File: src/rtl/memory_arbiter.sv
// Shares one memory port between instruction fetch and load/store data.
// Data wins contention up to STARVE_LIMIT grants; any faulting access halts grants until cleared.
//
// state | meaning
// RUN   | arbitrating, one grant per cycle
// FAULT | a faulting access was captured; no grants until i_FaultClear
module memory_arbiter #(
  parameter int STARVE_LIMIT = 4
) (
  input  logic        i_Clock,
  input  logic        i_Reset_n,
  input  logic        i_FetchReq,
  input  logic [31:0] i_FetchAddress,
  output logic        o_FetchGrant,
  output logic        o_FetchValid,
  output logic [31:0] o_FetchData,
  output logic        o_FetchFault,
  input  logic        i_DataReq,
  input  logic        i_DataWrite,
  input  logic [31:0] i_DataAddress,
  input  logic [31:0] i_DataWriteData,
  input  logic [2:0]  i_DataMode,
  output logic        o_DataGrant,
  output logic        o_DataValid,
  output logic [31:0] o_DataReadData,
  output logic        o_DataMisaligned,
  output logic        o_DataBadInstruction,
  output logic        o_MemWriteEnable,
  output logic        o_MemReadEnable,
  output logic [31:0] o_MemAddress,
  output logic [31:0] o_MemDataIn,
  output logic [2:0]  o_MemMode,
  input  logic [31:0] i_MemDataOut,
  input  logic        i_MemMisalignedAccess,
  input  logic        i_MemBadInstruction,
  input  logic        i_FaultClear,
  output logic        o_Faulted
);

  localparam logic [2:0] LOAD_WORD = 3'b010;
  localparam int CW = $clog2(STARVE_LIMIT + 1);
  localparam logic [CW-1:0] LIMIT = CW'(STARVE_LIMIT);

  typedef enum logic {RUN = 1'b0, FAULT = 1'b1} state_t;

  state_t          r_State, w_NextState;
  logic [CW-1:0]   r_StarveCount, w_NextStarveCount;
  logic            w_FetchGrant, w_DataGrant, w_MemFault;

  logic            r_FetchValid, r_FetchFault;
  logic [31:0]     r_FetchData;
  logic            r_DataValid, r_DataMisaligned, r_DataBadInstruction;
  logic [31:0]     r_DataReadData;

  assign w_MemFault = i_MemMisalignedAccess | i_MemBadInstruction;

  always_ff @(posedge i_Clock or negedge i_Reset_n) begin
    if (!i_Reset_n) begin
      r_State       <= RUN;
      r_StarveCount <= '0;
    end else begin
      r_State       <= w_NextState;
      r_StarveCount <= w_NextStarveCount;
    end
  end

  // Grants are gated by reset so they drop the instant reset asserts.
  always_comb begin
    w_FetchGrant      = 1'b0;
    w_DataGrant       = 1'b0;
    w_NextState       = r_State;
    w_NextStarveCount = r_StarveCount;
    case (r_State)
      RUN: begin
        if (i_FetchReq && (!i_DataReq || r_StarveCount == LIMIT)) begin
          w_FetchGrant = i_Reset_n;
        end else if (i_DataReq) begin
          w_DataGrant = i_Reset_n;
        end
        if (w_FetchGrant || !i_FetchReq) begin
          w_NextStarveCount = '0;
        end else if (w_DataGrant && r_StarveCount != LIMIT) begin
          w_NextStarveCount = r_StarveCount + CW'(1);
        end
        if ((w_FetchGrant || w_DataGrant) && w_MemFault) begin
          w_NextState = FAULT;
        end
      end
      FAULT: begin
        if (i_FaultClear) begin
          w_NextState       = RUN;
          w_NextStarveCount = '0;
        end
      end
      default: begin
        w_NextState       = RUN;
        w_NextStarveCount = '0;
      end
    endcase
  end

  always_comb begin
    o_MemWriteEnable = 1'b0;
    o_MemReadEnable  = 1'b0;
    o_MemAddress     = '0;
    o_MemDataIn      = '0;
    o_MemMode        = '0;
    if (w_FetchGrant) begin
      o_MemReadEnable = 1'b1;
      o_MemAddress    = i_FetchAddress;
      o_MemMode       = LOAD_WORD;
    end else if (w_DataGrant) begin
      o_MemWriteEnable = i_DataWrite;
      o_MemReadEnable  = !i_DataWrite;
      o_MemAddress     = i_DataAddress;
      o_MemDataIn      = i_DataWriteData;
      o_MemMode        = i_DataMode;
    end
  end

  // Response fields only update on a grant so they hold between pulses.
  always_ff @(posedge i_Clock or negedge i_Reset_n) begin
    if (!i_Reset_n) begin
      r_FetchValid         <= 1'b0;
      r_FetchData          <= '0;
      r_FetchFault         <= 1'b0;
      r_DataValid          <= 1'b0;
      r_DataReadData       <= '0;
      r_DataMisaligned     <= 1'b0;
      r_DataBadInstruction <= 1'b0;
    end else begin
      r_FetchValid <= w_FetchGrant;
      r_DataValid  <= w_DataGrant;
      if (w_FetchGrant) begin
        r_FetchData  <= i_MemDataOut;
        r_FetchFault <= w_MemFault;
      end
      if (w_DataGrant) begin
        r_DataReadData       <= i_DataWrite ? 32'd0 : i_MemDataOut;
        r_DataMisaligned     <= i_MemMisalignedAccess;
        r_DataBadInstruction <= i_MemBadInstruction;
      end
    end
  end

  assign o_FetchGrant         = w_FetchGrant;
  assign o_DataGrant          = w_DataGrant;
  assign o_FetchValid         = r_FetchValid;
  assign o_FetchData          = r_FetchData;
  assign o_FetchFault         = r_FetchFault;
  assign o_DataValid          = r_DataValid;
  assign o_DataReadData       = r_DataReadData;
  assign o_DataMisaligned     = r_DataMisaligned;
  assign o_DataBadInstruction = r_DataBadInstruction;
  assign o_Faulted            = (r_State == FAULT);

endmodule

File: config.mk
export PLATFORM = sky130hd
export DESIGN_NAME = memory_arbiter
export DESIGN_NICKNAME = d
export VERILOG_FILES = /design/src/rtl/memory_arbiter.sv
export SDC_FILE = /design/constraint.sdc
export NUM_CORES = 1
export LEC_CHECK = 0
export ABC_AREA = 1
export BUFFER_PORTS_ARGS = -buffer_cell sky130_fd_sc_hd__buf_2
export CORE_AREA = 2 2 108 110
export CTS_CLUSTER_SIZE = 16
export DETAILED_ROUTE_END_ITERATION = 6
export DIE_AREA = 0 0 110 112
export GPL_TIMING_DRIVEN = 0
export PLACE_DENSITY = 0.72
export SYNTH_ARGS = -nofsm -noshare
export SYNTH_HDL_FRONTEND = slang
export SYNTH_SLANG_ARGS = --single-unit
File: constraint.sdc
create_clock -name i_Clock -period 1.4 [get_ports i_Clock]
set_input_delay 0.14 -clock i_Clock [delete_from_list [all_inputs] [get_ports i_Clock]]
set_output_delay 0.14 -clock i_Clock [all_outputs]
set_load 0.05 [all_outputs]
==> impl_metrics.json <==
{
  "fp.dieW_um": 110,
  "finalSetupTns_ns": -52.98,
  "stdcell_count": 1000,
  "grt_util_met1": 0.278,
  "vias_per_cell": 4.68,
  "grt_remaining_overflow": 0,
  "status": "complete, but fails checks",
  "cp.required_ns": 1.26,
  "io_pins": 280,
  "setup_ws_ns": -0.593,
  "num_vias": 4679,
  "area_delta_synth_final_pct": 127,
  "synth_cell_type_count": 20,
  "busiest_layer": "met2",
  "final_common_cell": "buf_2",
  "postSynthCellCount": 510,
  "worstSetupStartpointType": "flip-flop",
  "drive_above_1_share": 0.648,
  "fin_area_sq_mm": 0.00847,
  "hpwl_um": 10900,
  "ys_seq_area_frac": 0.490,
  "setup_viol": 139,
  "grt_max_degree": 45,
  "cts_buffer_depth": 2,
  "ir_drop_mv": 0.623,
  "drtPass1Iterations": 4,
  "synth_area_sq_mm": 0.00373,
  "initial_core_util": 0.334,
  "grt_usage": 0.267,
  "clk_latency_ns": 0.34,
  "clkTransAtPathRegs_ns": 0.06,
  "grt_pass1_vias": 5012,
  "place_inst": 933,
  "met2_usage": 0.503,
  "drc": 0,
  "die_h_um": 112,
  "drv_slew": 0,
  "fillerInstances": 752,
  "drtIter0Drc": 218,
  "violations": "setup timing",
  "clockRootBuffer": "clkbuf_16",
  "grt_first_pass_wirelength_um": 24800,
  "hold_violations": 0,
  "place_area_sq_mm": 0.00618,
  "numPortBuffers": 279,
  "layout_common_cells": "207 x buf_2, 167 x nand2_1, 72 x dfrtp_1",
  "period_share": 1.42,
  "ant_nets": 0,
  "numCtsBuffers": 9,
  "grt.met3_usage": 0.0632,
  "post-place-ws_ns": -0.711,
  "clock.fmax_ghz": 0.502,
  "worstPathArrival_ns": 1.85,
  "cts_sinks": 73,
  "place_congestion": 0.796,
  "maxCapViolations": 0,
  "htree_levels": 3,
  "hp-class": "in2reg",
  "totalWireLength_um": 17400,
  "syn_avg_cell_area_sq_um": 7.31,
  "core_area_sq_mm": 0.0112,
  "rows": 39,
  "cts_tree": "built",
  "cp_max_fo": 7,
  "layout_min_cycle_time_ns": 1.99,
  "slew_headroom": 0.622,
  "ys_seq_elements": 73,
  "avgRoutedWirePerCell_um": 17.4,
  "p_leak_uw": 0.00445,
  "end_kind": "output pin",
  "die_area_sq_mm": 0.0123,
  "antenna_found_initial": 3,
  "final_nets": 991,
  "yosys_warnings": 0,
  "synth_nets": 651,
  "crit_type": "reg2out",
  "rsz0062_at_grt": "yes",
  "powerDensity_mw_per_mm2": 1170,
  "tightest_slew_ns": 0.566,
  "skew_ns": 0.00643
}
[per-layer routing]
| layer | part of all wire | up-vias |
|---|---|---|
| met5 | 0.00040 | - |
| met4 | 0.029 | 2 |
| met3 | 0.081 | 35 |
| met2 | 0.55 | 227 |
| met1 | 0.34 | 2201 |
| li1 | - | 2214 |
[logic make-up (layout without fill, tap and decap cells)]
group                      Yosys count  count (layout)  share of synthesized area
AOI/OAI and AO/OA                   37              37                     0.0634
adders and majority gates            2               2                    0.00671
DFF                                 73              73                      0.490
other                                0               2                          0
and+or+nand+nor                    325             325                      0.336
buffers and inverters               73             418                      0.104
[path summary, 6_finish.rpt]
kind / depth (start not counted) / startpoint / slack [ns] / endpoint
min: 3 / i_MemDataOut[0] / 0.01 / o_FetchData[0]
max in group asynchronous: 3 / i_Reset_n / 0.57 / o_DataReadData[21]
max: 11 / r_StarveCount[0] / -0.59 / o_MemAddress[5]
max reg2reg: 15 / r_StarveCount[0] / -0.49 / r_StarveCount[0]
min reg2reg: 2 / o_FetchData[26] / 0.47 / o_FetchData[26]
min in group asynchronous: 3 / i_Reset_n / 0.59 / o_FetchData[2]
[worst max-delay path: stages, from the launching register on]
cell,delay (ns)
dfrtp_1,0.39
inv_2,0.09
ha_4,0.14
nand2_4,0.04
nand2_4,0.08
nand4_4,0.10
inv_4,0.08
buf_12,0.15
buf_16,0.17
nand2_8,0.07
nand2_8,0.06
buf_8,0.13
[registers in the layout, summed over array words and instances, names as in the netlist]
| register | flops |
|---|---|
| o_DataBadInstruction | 1 |
| o_DataMisaligned | 1 |
| o_DataReadData | 32 |
| o_DataValid | 1 |
| o_Faulted | 1 |
| o_FetchData | 32 |
| o_FetchFault | 1 |
| o_FetchValid | 1 |
| r_StarveCount | 3 |
[synthesized netlist by cell type]
master,instances,share of area
clkbuf_1,8,0.0081
a21oi_1,1,0.0013
dfrtp_1,73,0.49
o31ai_1,1,0.0020
nand4_4,1,0.0057
nor2_1,37,0.037
o21ai_0,21,0.028
buf_4,6,0.012
o21ai_2,13,0.031
o21ai_1,1,0.0013
buf_6,12,0.036
ha_1,2,0.0067
inv_2,2,0.0020
nand2_2,2,0.0034
inv_1,44,0.044
and3_1,1,0.0017
nand3_1,4,0.0054
nand4_1,1,0.0017
nand2_1,279,0.28
buf_2,1,0.0013
[timing repair]
action,4_1_cts,5_1_grt
endpoints found under the setup margin,138,140
pin swaps,27,21
endpoints found under the hold margin,29,0
cloned,10,2
gates resized for setup,342,78
buffers inserted,32,8
hold buffers,2,0
[through the flow]
step                      total power, uW  utilization  hold WS (ns)
after CTS                            9630        0.721        0.0105
final                                9870        0.758        0.0134
after global placement               6520        0.550         0.350
after detailed placement             6580        0.553         0.134
after floorplan                      5530            -        -0.156
after global routing                10300        0.758        0.0208
[area by class of cell]
| cell class | count | area, sq um | share of cell area |
|---|---|---|---|
| antenna | 2 | 5.00 | 0.000591 |
| clock inverter | 6 | 67.6 | 0.00798 |
| timing repair buffer | 331 | 2800 | 0.330 |
| sequential | 73 | 1830 | 0.216 |
| inverter | 46 | 183 | 0.0216 |
| multi-input combinational | 364 | 2770 | 0.327 |
| buffer | 25 | 409 | 0.0483 |
| tap | 143 | 179 | 0.0211 |
| clock buffer | 10 | 229 | 0.0270 |
[where the power goes]
part	leakage, uW	switching [uW]	total, uW	internal [uW]
combinational	0.00338	3160	4710	1550
sequential	0.000937	317	2860	2540
clock	0.000139	919	2300	1390
total	0.00445	4390	9870	5480
No activity file was read; power rests on OpenSTA's default activity.
